==> src/rtl/program_word_loader_pkg.sv <==
// Shared constants and state encoding for the program word loader.
package program_word_loader_pkg;

    localparam int DEF_IA_W = 16;            // program memory address width
    localparam int DEF_ID_W = 24;            // program word width (multiple of 8)
    localparam int DEF_NB   = DEF_ID_W / 8;  // bytes per program word

    typedef enum logic [2:0] {
        S_IDLE    = 3'd0,
        S_COLLECT = 3'd1,
        S_WRITE   = 3'd2,
        S_CHECK   = 3'd3,
        S_FINISH  = 3'd4
    } state_t;

endpackage

==> src/rtl/program_word_loader_if.sv <==
// Bus bundle between a byte source / controller (master) and the loader (slave).
// Handshake: a byte moves on a rising edge only when RX_V=1 and RX_RDY=1 in the
// same cycle; RX_D is don't-care otherwise. RX_RDY depends on loader state only,
// never on RX_V, so the source may hold RX_V high while RX_RDY is low.
interface program_word_loader_if #(
    parameter int IA_W = program_word_loader_pkg::DEF_IA_W,
    parameter int ID_W = program_word_loader_pkg::DEF_ID_W
);
    import program_word_loader_pkg::*;

    logic            START;
    logic            ABORT;
    logic [IA_W-1:0] BASE_A;
    logic [IA_W:0]   LEN;
    logic [7:0]      RX_D;
    logic            RX_V;
    logic            RX_RDY;
    logic [IA_W-1:0] A;
    logic            WE;
    logic [ID_W-1:0] DI;
    logic            BUSY;
    logic            DONE;
    logic            ERR;
    state_t          dbg_state;

    modport master (
        output START, ABORT, BASE_A, LEN, RX_D, RX_V,
        input  RX_RDY, A, WE, DI, BUSY, DONE, ERR, dbg_state
    );

    modport slave (
        input  START, ABORT, BASE_A, LEN, RX_D, RX_V,
        output RX_RDY, A, WE, DI, BUSY, DONE, ERR, dbg_state
    );

endinterface

==> src/rtl/program_word_loader_byte_packer.sv <==
// Assembles incoming bytes MSB-first into a program word and keeps a running
// XOR checksum of every shifted byte.
module loader_byte_packer #(
    parameter int ID_W = program_word_loader_pkg::DEF_ID_W
) (
    input  logic            clk_i,
    input  logic            rst_i,
    input  logic            clr_i,
    input  logic            shift_i,
    input  logic [7:0]      byte_i,
    output logic [ID_W-1:0] word_o,
    output logic [7:0]      chk_o,
    output logic            word_done_o
);
    localparam int NB = ID_W / 8;
    localparam int IW = (NB > 1) ? $clog2(NB) : 1;

    logic [ID_W-1:0] word_q, word_d;
    logic [7:0]      chk_q, chk_d;
    logic [IW-1:0]   idx_q, idx_d;

    assign word_done_o = shift_i && (idx_q == IW'(NB - 1));
    assign word_o      = word_q;
    assign chk_o       = chk_q;

    // Next-state: shift the byte in at the LSB end, fold it into the checksum.
    always_comb begin
        word_d = word_q;
        chk_d  = chk_q;
        idx_d  = idx_q;
        if (clr_i) begin
            word_d = '0;
            chk_d  = '0;
            idx_d  = '0;
        end else if (shift_i) begin
            word_d = (word_q << 8) | ID_W'(byte_i);
            chk_d  = chk_q ^ byte_i;
            idx_d  = word_done_o ? '0 : idx_q + IW'(1);
        end
    end

    // Packer registers.
    always_ff @(posedge clk_i) begin
        if (rst_i) begin
            word_q <= '0;
            chk_q  <= '0;
            idx_q  <= '0;
        end else begin
            word_q <= word_d;
            chk_q  <= chk_d;
            idx_q  <= idx_d;
        end
    end

endmodule

==> src/rtl/program_word_loader.sv <==
// Program word loader: receives a byte stream, writes LEN words starting at
// BASE_A, then verifies a trailing XOR checksum byte.
module program_word_loader #(
    parameter int IA_W = program_word_loader_pkg::DEF_IA_W,
    parameter int ID_W = program_word_loader_pkg::DEF_ID_W
) (
    input  logic                  CLK,
    input  logic                  RST,
    program_word_loader_if.slave  bus
);
    import program_word_loader_pkg::*;

    state_t          state_q, state_d;
    logic [IA_W-1:0] addr_q, addr_d;
    logic [IA_W:0]   cnt_q, cnt_d;
    logic            err_q, err_d;
    logic [IA_W-1:0] a_hold_q, a_hold_d;
    logic [ID_W-1:0] di_hold_q, di_hold_d;

    logic            rx_rdy;
    logic            accept;
    logic            start_ok;
    logic            we;
    logic            done;
    logic [ID_W-1:0] word;
    logic [7:0]      chk;
    logic            word_done;

    assign rx_rdy   = (state_q == S_COLLECT) || (state_q == S_CHECK);
    // An aborting cycle never consumes a byte.
    assign accept   = bus.RX_V && rx_rdy && !bus.ABORT;
    assign start_ok = (state_q == S_IDLE) && bus.START;

    loader_byte_packer #(.ID_W(ID_W)) u_packer (
        .clk_i       (CLK),
        .rst_i       (RST),
        .clr_i       (start_ok),
        .shift_i     (accept && (state_q == S_COLLECT)),
        .byte_i      (bus.RX_D),
        .word_o      (word),
        .chk_o       (chk),
        .word_done_o (word_done)
    );

    // Next-state and output decode; abort outside IDLE overrides every state.
    always_comb begin
        state_d   = state_q;
        addr_d    = addr_q;
        cnt_d     = cnt_q;
        err_d     = err_q;
        a_hold_d  = a_hold_q;
        di_hold_d = di_hold_q;
        we        = 1'b0;
        done      = 1'b0;
        if ((state_q != S_IDLE) && bus.ABORT) begin
            state_d = S_IDLE;
            err_d   = 1'b1;
        end else begin
            unique case (state_q)
                S_IDLE: begin
                    if (bus.START) begin
                        addr_d  = bus.BASE_A;
                        cnt_d   = bus.LEN;
                        err_d   = 1'b0;
                        state_d = (bus.LEN != '0) ? S_COLLECT : S_CHECK;
                    end
                end
                S_COLLECT: begin
                    if (word_done) state_d = S_WRITE;
                end
                S_WRITE: begin
                    we        = 1'b1;
                    a_hold_d  = addr_q;
                    di_hold_d = word;
                    addr_d    = addr_q + IA_W'(1);
                    cnt_d     = cnt_q - (IA_W + 1)'(1);
                    state_d   = (cnt_q == (IA_W + 1)'(1)) ? S_CHECK : S_COLLECT;
                end
                S_CHECK: begin
                    if (accept) begin
                        err_d   = (bus.RX_D != chk);
                        state_d = S_FINISH;
                    end
                end
                S_FINISH: begin
                    done    = 1'b1;
                    state_d = S_IDLE;
                end
                default: state_d = S_IDLE;
            endcase
        end
    end

    // State, counters and the held write address/data.
    always_ff @(posedge CLK) begin
        if (RST) begin
            state_q   <= S_IDLE;
            addr_q    <= '0;
            cnt_q     <= '0;
            err_q     <= 1'b0;
            a_hold_q  <= '0;
            di_hold_q <= '0;
        end else begin
            state_q   <= state_d;
            addr_q    <= addr_d;
            cnt_q     <= cnt_d;
            err_q     <= err_d;
            a_hold_q  <= a_hold_d;
            di_hold_q <= di_hold_d;
        end
    end

    // A/DI show the live write while WE is high and otherwise hold the last write.
    assign bus.A         = we ? addr_q : a_hold_q;
    assign bus.DI        = we ? word : di_hold_q;
    assign bus.WE        = we;
    assign bus.RX_RDY    = rx_rdy;
    assign bus.BUSY      = (state_q != S_IDLE);
    assign bus.DONE      = done;
    assign bus.ERR       = err_q;
    assign bus.dbg_state = state_q;

endmodule

==> src/flat_wrapper.sv <==
// flat-port wrapper written by rule: the top's interface ports become plain ports
module program_word_loader_flat import program_word_loader_pkg::*;
#(
    parameter int IA_W = program_word_loader_pkg::DEF_IA_W,
    parameter int ID_W = program_word_loader_pkg::DEF_ID_W
)
  (CLK, RST, bus_START, bus_ABORT, bus_BASE_A, bus_LEN, bus_RX_D, bus_RX_V, bus_RX_RDY, bus_A, bus_WE, bus_DI, bus_BUSY, bus_DONE, bus_ERR, bus_dbg_state);
  program_word_loader_if #(.IA_W(IA_W), .ID_W(ID_W)) bus_i ();
  input  logic CLK;
  input  logic RST;
  input wire logic [$bits(bus_i.START)-1:0] bus_START;
  input wire logic [$bits(bus_i.ABORT)-1:0] bus_ABORT;
  input wire logic [$bits(bus_i.BASE_A)-1:0] bus_BASE_A;
  input wire logic [$bits(bus_i.LEN)-1:0] bus_LEN;
  input wire logic [$bits(bus_i.RX_D)-1:0] bus_RX_D;
  input wire logic [$bits(bus_i.RX_V)-1:0] bus_RX_V;
  output wire logic [$bits(bus_i.RX_RDY)-1:0] bus_RX_RDY;
  output wire logic [$bits(bus_i.A)-1:0] bus_A;
  output wire logic [$bits(bus_i.WE)-1:0] bus_WE;
  output wire logic [$bits(bus_i.DI)-1:0] bus_DI;
  output wire logic [$bits(bus_i.BUSY)-1:0] bus_BUSY;
  output wire logic [$bits(bus_i.DONE)-1:0] bus_DONE;
  output wire logic [$bits(bus_i.ERR)-1:0] bus_ERR;
  output wire logic [$bits(bus_i.dbg_state)-1:0] bus_dbg_state;
  assign bus_i.START = bus_START;
  assign bus_i.ABORT = bus_ABORT;
  assign bus_i.BASE_A = bus_BASE_A;
  assign bus_i.LEN = bus_LEN;
  assign bus_i.RX_D = bus_RX_D;
  assign bus_i.RX_V = bus_RX_V;
  assign bus_RX_RDY = bus_i.RX_RDY;
  assign bus_A = bus_i.A;
  assign bus_WE = bus_i.WE;
  assign bus_DI = bus_i.DI;
  assign bus_BUSY = bus_i.BUSY;
  assign bus_DONE = bus_i.DONE;
  assign bus_ERR = bus_i.ERR;
  assign bus_dbg_state = bus_i.dbg_state;
  program_word_loader #(.IA_W(IA_W), .ID_W(ID_W)) u_core (.CLK(CLK), .RST(RST), .bus(bus_i));
endmodule
==> config.mk <==
export PLATFORM = sky130hd
export DESIGN_NAME = program_word_loader_flat
export DESIGN_NICKNAME = d
export VERILOG_FILES = /design/src/rtl/program_word_loader_pkg.sv /design/src/rtl/program_word_loader_if.sv /design/src/rtl/program_word_loader_byte_packer.sv /design/src/rtl/program_word_loader.sv /design/src/flat_wrapper.sv
export SDC_FILE = /design/constraint.sdc
export NUM_CORES = 1
export LEC_CHECK = 0
export ABC_AREA = 1
export CAP_MARGIN = 20
export CELL_PAD_IN_SITES_DETAIL_PLACEMENT = 2
export CELL_PAD_IN_SITES_GLOBAL_PLACEMENT = 2
export CORE_ASPECT_RATIO = 0.75
export CORE_MARGIN = 2
export CORE_UTILIZATION = 29
export DETAILED_ROUTE_END_ITERATION = 8
export PLACE_DENSITY_LB_ADDON = 0.1
export SLEW_MARGIN = 30
export SYNTH_ARGS = -nofsm -noshare
export SYNTH_HDL_FRONTEND = slang
export SYNTH_SLANG_ARGS = --single-unit
==> constraint.sdc <==
create_clock -name CLK -period 1.5 [get_ports CLK]
set_input_delay 0.3 -clock CLK [delete_from_list [all_inputs] [get_ports CLK]]
set_output_delay 0.3 -clock CLK [all_outputs]
set_load 0.03 [all_outputs]
==> results of run 1 <==
kinds of logic after synthesis:
logic type	Yosys count	share of synthesized area, %
compound gates	154	14.8
fa+ha+maj	4	0.908
buf+inv	135	10.0
simple gates	412	32.0
flops	111	40.3
xor+xnor	12	1.91
per-stage QoR:
stage          hold WS, ns  worst slack [ns]  instances  area (um2)  setup TNS [ns]
2_1_floorplan        0.440           -0.0142        828        5660          -0.205
3_3_place_gp         0.460            -0.898       1229        7480          -65.33
3_5_place_dp         0.476            -0.955       1229        7480          -76.73
4_1_cts              0.452            -0.598       1295        9210          -26.94
synthesized netlist by cell type:
cell | number | area share, %
o21ai_1 | 15 | 1.4
a211oi_1 | 9 | 1.2
a31oi_1 | 4 | 0.45
inv_1 | 91 | 6.2
ha_1 | 4 | 0.91
nor4_1 | 1 | 0.11
clkbuf_2 | 1 | 0.091
a21oi_1 | 56 | 5.1
o21bai_1 | 2 | 0.27
xnor2_1 | 9 | 1.4
nand2_1 | 194 | 13
dfxtp_1 | 111 | 40
xor2_1 | 3 | 0.48
nand3_2 | 1 | 0.18
o211ai_1 | 5 | 0.68
o21ai_0 | 62 | 5.6
o31ai_1 | 1 | 0.14
nor3b_1 | 1 | 0.14
buf_6 | 1 | 0.20
nor3_1 | 4 | 0.36
nor2_4 | 1 | 0.20
nor2_1 | 118 | 8.0
buf_2 | 14 | 1.3
buf_4 | 5 | 0.68
nand3b_1 | 3 | 0.41
nand3_1 | 36 | 3.3
nand2_4 | 1 | 0.20
nand4_1 | 5 | 0.57
nor2_2 | 1 | 0.11
or2_1 | 6 | 0.68
clkbuf_1 | 18 | 1.2
or2_2 | 38 | 4.3
nand2_2 | 2 | 0.23
inv_2 | 5 | 0.34
timing repair:
| item | in CTS |
|---|---|
| resized for setup | 365 |
| buffers inserted | 39 |
| setup endpoints to repair | 125 |
| cloned | 14 |
| pin swaps | 24 |
| hold buffers | 0 |
==> metrics.md, run 1 <==
| Metric | Value |
|---|---|
| Die Width | 163 um |
| Status | did not finish |
| Seq/Total Area, Yosys | 40.3% |
| Mapped cell area | 5510 um2 |
| Synth Warn # | 0 |
| I/O Pins | 94 |
| GPL Wtd Cong | 0.801 |
| Distinct cell type count after synthesis | 34 |
| #FFs+latches synth | 111 |
| Worst endpoint, post-GRT repair | bus_DI[15] |
| Root Buffer Master | clkbuf_16 |
| Row cnt | 43 |
| Stopped at | 5_1_grt |
| Synth Instances | 828 |
| Max Root-Sink Buffers | 2 |
| Initial antenna violation count | 0 |
| Largest net degree at the start of global routing | 62 |
| Sink Count | 111 |
| Post-synthesis average cell area | 6.66 um2 |
| CTS Buf Count | 9 |
| First Err | [ERROR DPL-0033] detailed placement checks failed during check placement. |
| DP HPWL | 15.8 mm |
| Post-synth net total | 878 |
| # port buffers | 93 |
| Initial Utilization | 29.7% |
| H-tree levels | 3 |
| Die span in y | 123 um |
| Worst endpoint pin kind | primary output |
==> run 2: changes to the inputs <==
--- a/config.mk
+++ b/config.mk
@@ -7,13 +7,10 @@
 export LEC_CHECK = 0
 export ABC_AREA = 1
 export CAP_MARGIN = 20
-export CELL_PAD_IN_SITES_DETAIL_PLACEMENT = 2
-export CELL_PAD_IN_SITES_GLOBAL_PLACEMENT = 2
-export CORE_ASPECT_RATIO = 0.75
 export CORE_MARGIN = 2
-export CORE_UTILIZATION = 29
+export CORE_UTILIZATION = 24
 export DETAILED_ROUTE_END_ITERATION = 8
-export PLACE_DENSITY_LB_ADDON = 0.1
+export PLACE_DENSITY_LB_ADDON = 0.15
 export SLEW_MARGIN = 30
 export SYNTH_ARGS = -nofsm -noshare
 export SYNTH_HDL_FRONTEND = slang
==> metrics.md, run 2 <==
| Metric | Value |
|---|---|
| Final Util | 42.0% |
| Clk slew on worst S/H paths | 0.08 ns |
| Initial Utilization | 24.4% (was 29.7%) |
| Remaining antenna violation count after routing | 0 |
| First-pass GRT wire length | 28.6 mm |
| Most common cell after layout, fill and taps aside | nand2_1 |
| FF-to-FF setup slack | -0.19 ns |
| WL final | 18.9 mm |
| Synth top area cells | dfxtp_1 (40%), nand2_1 (13%), nor2_1 (8.0%) (unchanged) |
| Root Buffer Master | clkbuf_16 (unchanged) |
| Die Width | 156 um (was 163 um) |
| # nets final | 1104 |
| Synth Warn # | 0 (unchanged) |
| Seq/Total Area, Yosys | 40.3% (unchanged) |
| EDFF count, synth | 0 (unchanged) |
| Synth cell count leaders | nand2_1 (194), nor2_1 (118), dfxtp_1 (111) (unchanged) |
| Pwr/cell area | 1030 nW/um2 |
| Peak Freq | 489 MHz |
| Wirelength per Cell | 14.0 um |
| Mapped cell area | 5510 um2 (unchanged) |
| Number of global-route vias before repair | 5508 |
| Worst EP required | 1.20 ns |
| GPL Wtd Cong | 0.773 (was 0.801) |
| Initial antenna violation count | 0 |
| Post-route DRC | 0 |
| Area leader, netlist | dfxtp_1 (unchanged) |
| Sink Count | 111 (unchanged) |
| Via density | 4.42 |
| Area growth syn-to-layout | 71.9% |
| Leak | 0.00415 uW |
| Startpoint types | flop |
| Comb pwr share | 39.4% |
| Maximum vdd drop | 541 uV |
| Die area | 24200 um2 |
| # port buffers | 93 (unchanged) |
| Most frequent cells in the layout | nand2_1 (190), nor2_1 (114), dfxtp_1 (108) |
| Fill cells | 2367 |
| WS Path Type | flop to output pin |
| Failing checks | negative setup slack |
| Detailed router's first-iteration violation count | 288 |
| Synth Instances | 828 (unchanged) |
| CTS Buf Count | 9 (unchanged) |
| Drt pass-1 iters | 4 |
| Multi-input logic area | 3430 um2 |
| Post-route minimum period | 2.04 ns |
| Psw | 3480 uW |
| DP HPWL | 12.1 mm (was 15.8 mm) |
| Core Area | 22600 um2 |
| Main synth FF type | dfxtp_1 (unchanged) |
| Post-synthesis average cell area | 6.66 um2 (unchanged) |
| Grt ovf | 0 |
| GRT Util Overall | 14.9% |
| Post-synth net total | 878 (unchanged) |
| Max_slew headroom | 77.4% |
| #FFs+latches synth | 111 (unchanged) |
| Worst Max-Slew Pin Slew | 0.337 ns |
| Internal Dissipation | 6250 uW |
| Overall via count from detail_route | 5944 |
| H-tree levels | 3 (unchanged) |
| Layout cells sized above 1 | 38.2% |
| Power share of the clock group | 26.0% |
| Diodes inserted | 0 |
| Distinct cell type count after synthesis | 34 (unchanged) |
| Row cnt | 55 (was 43) |
| Final setup fails | 76 |
| Hold Path Class | input port to flop |
| Setup ws final | -0.544 ns |
| I/O Pins | 94 (unchanged) |
| Final hold violations | 0 |
| Pins over their slew limit | 0 |
| Die span in y | 156 um (was 123 um) |
| Arrival @ worst endpoint | 1.74 ns |
| Max cap viols | 0 |
| CTS tree | yes |
| Ys async rst share | 0% (unchanged) |
| Unrepaired setup endpoints after global routing | true |
| Final critical-path share of the clock period | 136% |
| Max Root-Sink Buffers | 2 (unchanged) |
| Switching share of power | 35.8% |
| Fin Clk Skew | 0.00839 ns |
| Largest net degree at the start of global routing | 49 |
| Sequential Area | 2230 um2 |
| Min Hold Slack | 0.361 ns |
| Sequential power share | 34.6% |
| Status | finished, violations left (was did not finish) |
| Yosys top cell area share | 40.3% (unchanged) |
| Worst setup EP type | output pin |
| Worst-Skew Late Latency | 0.36 ns |
| CTS Hold Bufs | 0 (unchanged) |
| CP Max Fanout | 8 |
| Most numerous cell in the Yosys netlist | nand2_1 (unchanged) |
[run 2: cell counts after synthesis]
No cell type changed its count.
[run 2: cell type report]
class | instances | area share [%]
Clock buffer | 9 | 2.38
Clock inverter | 7 | 0.951
Inverter | 96 | 3.88
Multi-Input combinational cell | 582 | 36.3
Sequential cell | 111 | 23.6
Tap cell | 285 | 3.76
Timing Repair Buffer | 254 | 29.2
[run 2: power groups by stage]
stage	combinational [uW]	sequential [uW]	clock, uW
finish	3840	3370	2530
global route	4200	3400	2720
CTS	3260	3350	2620
detailed placement	2920	3420	0
global placement	2920	3420	0
floorplan	1680	3430	0
[run 2: cells by family after synthesis]
group	Yosys count	share of synthesized area, %
AO/OA/AOI/OAI	154	14.8
XOR/XNOR	12	1.91
adder cells (fa/ha/maj)	4	0.908
buffers and inverters	135	10.0
flip-flops	111	40.3
AND/OR/NAND/NOR	412	32.0
[run 2: path summary, 6_finish.rpt]
kind,depth (start not counted),endpoint,startpoint
worst max-delay path,9,bus_DI[14],u_core.bus.dbg_state[2]$_SDFFE_PP0P_
worst min-delay path,4,u_core.bus.ERR$_SDFFE_PP0P_,RST
worst max register to register,12,u_core.di_hold_q[15]$_SDFFE_PP0P_,u_core.bus.dbg_state[2]$_SDFFE_PP0P_
worst min register to register,2,u_core.u_packer.word_o[18]$_SDFFE_PP0P_,u_core.u_packer.word_o[18]$_SDFFE_PP0P_
[run 2: metal layers]
| metal | vias to the layer above | global-route usage, % | wire (um) |
|---|---|---|---|
| li1 | 3080 | - | - |
| met1 | 2767 | 20.2 | 8870 |
| met2 | 89 | 25.0 | 9290 |
| met3 | 8 | 2.42 | 564 |
| met4 | 0 | 3.01 | 140 |
| met5 | - | 0 | 0 |
[run 2: stage by stage]
step / area (um2) / total power [uW] / instances / worst slack, ns / TNS, ns
finish: 9470 / 9730 / 1344 / -0.544 / -23.81
detailed placement: 7550 / 6340 / 1268 / -0.947 / -70.25
global placement: 7550 / 6340 / 1268 / -0.950 / -69.32
global route: 9470 / 10300 / 1344 / -0.618 / -31.08
floorplan: 5660 / 5110 / 828 / -0.0142 / -0.205
CTS: 8470 / 9230 / 1310 / -0.592 / -26.63
[run 2: repair_timing]
item                       4_1_cts  5_1_grt
buffers inserted                22       26
gates cloned                     4       10
gates resized for setup        209      148
pin swaps                        5       27
setup endpoints to repair      122      112
[run 2: worst max-delay path: stages, from the launching register on]
cell and delay [ns]:
dfxtp_4 0.36, inv_4 0.06, nand3_4 0.10, inv_4 0.10, nand2_8 0.08, buf_12 0.16, buf_16 0.15, o21ai_4 0.17
inv_2 0.06, buf_6 0.13
Note: power is estimated with default switching activity, not from simulation.
==> run 3: changes to the inputs <==
--- a/config.mk
+++ b/config.mk
@@ -7,6 +7,7 @@
 export LEC_CHECK = 0
 export ABC_AREA = 1
 export CAP_MARGIN = 20
+export CORE_ASPECT_RATIO = 1.25
 export CORE_MARGIN = 2
 export CORE_UTILIZATION = 24
 export DETAILED_ROUTE_END_ITERATION = 8
==> constraint.sdc (replaced) <==
create_clock -name CLK -period 2.5 [get_ports CLK]
set_input_delay 0.5 -clock CLK [delete_from_list [all_inputs] [get_ports CLK]]
set_output_delay 0.5 -clock CLK [all_outputs]
set_load 0.03 [all_outputs]
==> metrics.md, run 3 (synthesis results as in run 2) <==
| Metric | Value |
|---|---|
| Status | finished, final reports clean (was finished, violations left) |
| Root Buffer Master | clkbuf_16 (unchanged) |
| Most frequent cells in the layout | nand2_1 (194), nor2_1 (118), dfxtp_1 (108) (was nand2_1 (190), nor2_1 (114), dfxtp_1 (108)) |
| Psw | 1790 uW (was 3480 uW) |
| Area after DPL | 6760 um2 (was 7550 um2) |
| Drt pass-1 iters | 4 (unchanged) |
| Most common cell after layout, fill and taps aside | nand2_1 (unchanged) |
| Core Area | 22800 um2 (was 22600 um2) |
| GRT Util Overall | 13.8% (was 14.9%) |
| Die span in y | 173 um (was 156 um) |
| Switching share of power | 36.0% (was 35.8%) |
| # port buffers | 93 (unchanged) |
| Sequential power share | 41.0% (was 34.6%) |
| Grt ovf | 0 (unchanged) |
| Peak Freq | 419 MHz |
| Post-route minimum period | 2.39 ns |
| Die area | 24200 um2 (about the same) |
| Comb pwr share | 29.4% (was 39.4%) |
| Clk slew on worst S/H paths | 0.08 ns (about the same) |
| Initial antenna violation count | 0 (unchanged) |
| CP Max Fanout | 28 (was 8) |
| Pins over their slew limit | 0 (unchanged) |
| Row cnt | 62 (was 55) |
| Post-route DRC | 0 (unchanged) |
| Sink Count | 111 (unchanged) |
| Hold Path Class | flop to flop (was input port to flop) |
| Final Power | 4970 uW (was 9730 uW) |
| Leak | 0.00332 uW (was 0.00415 uW) |
| Worst EP required | 2.00 ns (was 1.20 ns) |
| Max cap viols | 0 (unchanged) |
| Largest net degree at the start of global routing | 62 (was 49) |
| Layout cells sized above 1 | 15.8% (was 38.2%) |
| Maximum vdd drop | 312 uV (was 541 uV) |
| Remaining antenna violation count after routing | 0 (unchanged) |
| Area growth syn-to-layout | 29.6% (was 71.9%) |
| Fill cells | 2539 (was 2367) |
| Worst-Skew Late Latency | 0.36 ns (about the same) |
| Wirelength per Cell | 13.7 um (was 14.0 um) |
| Arrival @ worst endpoint | 1.89 ns (was 1.74 ns) |
| CTS Hold Bufs | 0 (unchanged) |
| Worst Min Path Start | u_core.u_packer.word_o[18]$_SDFFE_PP0P_ (was RST) |
| H-tree levels | 3 (unchanged) |
| WL final | 16.5 mm (was 18.9 mm) |
| Detailed router's first-iteration violation count | 194 (was 288) |
| Power share of the clock group | 29.6% (was 26.0%) |
| First-pass GRT wire length | 27.1 mm (was 28.6 mm) |
| Startpoint types | flop (unchanged) |
| Final setup fails | 0 (was 76) |
| WS Path Type | flop to output pin (unchanged) |
| Final critical-path share of the clock period | 95.5% |
| Unrepaired setup endpoints after global routing | true (unchanged) |
| Internal Dissipation | 3190 uW (was 6250 uW) |
| Fin Clk Skew | 0.00861 ns (was 0.00839 ns) |
| Number of global-route vias before repair | 4988 (was 5508) |
| Worst setup EP type | output pin (unchanged) |
| Overall via count from detail_route | 5288 (was 5944) |
| Via density | 4.37 (was 4.42) |
| Max Root-Sink Buffers | 2 (unchanged) |
| Worst Max-Slew Pin Slew | 0.744 ns (was 0.337 ns) |
| CTS tree | yes (unchanged) |
| Pwr/cell area | 696 nW/um2 (was 1030 nW/um2) |
| Final hold violations | 0 (unchanged) |
| Die Width | 140 um (was 156 um) |
| I/O Pins | 94 (unchanged) |
| FF-to-FF Start | u_core.bus.dbg_state[2]$_SDFFE_PP0P_ (unchanged) |
| DP HPWL | 11.5 mm (was 12.1 mm) |
| # nets final | 965 (was 1104) |
| GPL Wtd Cong | 0.754 (was 0.773) |
| Fin area | 7150 um2 (was 9470 um2) |
| Initial Utilization | 24.2% (was 24.4%) |
| CTS Buf Count | 9 (unchanged) |
| Max_slew headroom | 50.4% (was 77.4%) |
| Crit path from | u_core.bus.dbg_state[2]$_SDFFE_PP0P_ (unchanged) |
run 3: cell count changes in the layout (fill, tap and decap cells not counted), moves of 26 or more:
| cell | change |
|---|---|
| o21ai_4 | -35 |
| buf_4 | -50 |
| inv_1 | +42 |
| o21ai_1 | +29 |
| inv_2 | -39 |
| or2_4 | -30 |
| buf_6 | -69 |
| or2_2 | +26 |
run 3: what timing repair did:
| action | CTS | global route |
|---|---|---|
| buffers inserted | 0 | 0 |
| gates resized for setup | 29 | 37 |
| setup endpoints to repair | 40 | 39 |
| cloned | 0 | 0 |
run 3: power groups by stage:
stage | clock, uW | combinational (uW) | sequential, uW
after CTS | 1540 | 1470 | 2040
final | 1470 | 1460 | 2040
after global placement | 0 | 1460 | 2080
after floorplan | 0 | 953 | 2050
after global routing | 1610 | 1630 | 2060
after detailed placement | 0 | 1450 | 2080
run 3: critical path: stages (launching register included):
cell	delay [ns]
dfxtp_4	0.38
inv_2	0.06
nand3_2	0.10
nor2_2	0.05
buf_12	0.14
buf_8	0.15
or2_2	0.28
o21ai_1	0.12
inv_1	0.06
buf_4	0.17
run 3: final timing paths:
kind / slack, ns / endpoint / cells after the start
max reg2reg: 0.70 / u_core.cnt_q[8]$_SDFFE_PP0P_ / 8
max: 0.11 / bus_DI[6] / 9
min reg2reg: 0.47 / u_core.u_packer.word_o[18]$_SDFFE_PP0P_ / 2
min: 0.47 / u_core.u_packer.word_o[18]$_SDFFE_PP0P_ / 2
run 3: per-stage QoR:
| step | setup WS (ns) | util, % | setup TNS [ns] | std cells | hold slack (ns) |
|---|---|---|---|---|---|
| 6_report | 0.113 | 31.3 | 0 | 1209 | 0.474 |
| 5_1_grt | -0.0198 | 31.3 | -0.0645 | 1208 | 0.499 |
| 4_1_cts | -0.0386 | 31.0 | -0.250 | 1208 | 0.474 |
| 3_5_place_dp | -0.299 | 29.6 | -5.04 | 1192 | 0.457 |
| 3_3_place_gp | -0.308 | 29.6 | -5.36 | 1192 | 0.454 |
| 2_1_floorplan | 0.409 | - | 0 | 828 | 0.436 |
run 3: routing by layer:
layer / track usage, % / vias to the layer above / routed length (um) / part of all wire [%]
met2: 23.3 / 92 / 7860 / 48
met1: 18.1 / 2388 / 7740 / 47
met5: 0 / - / 0 / 0
met4: 4.00 / 0 / 208 / 1.3
met3: 2.43 / 15 / 713 / 4.3
li1: - / 2793 / - / -
run 3: area by class of cell:
cell class                      instances  area, um2  share of cell area (%)
Antenna cell                            1       2.50                  0.0350
Timing Repair Buffer                  115       1100                    15.4
Multi-Input combinational cell        582       2800                    39.1
Inverter                               96        360                    5.04
Clock buffer                            9        225                    3.15
Sequential cell                       111       2230                    31.2
Clock inverter                          7       73.8                    1.03
Tap cell                              288        360                    5.04
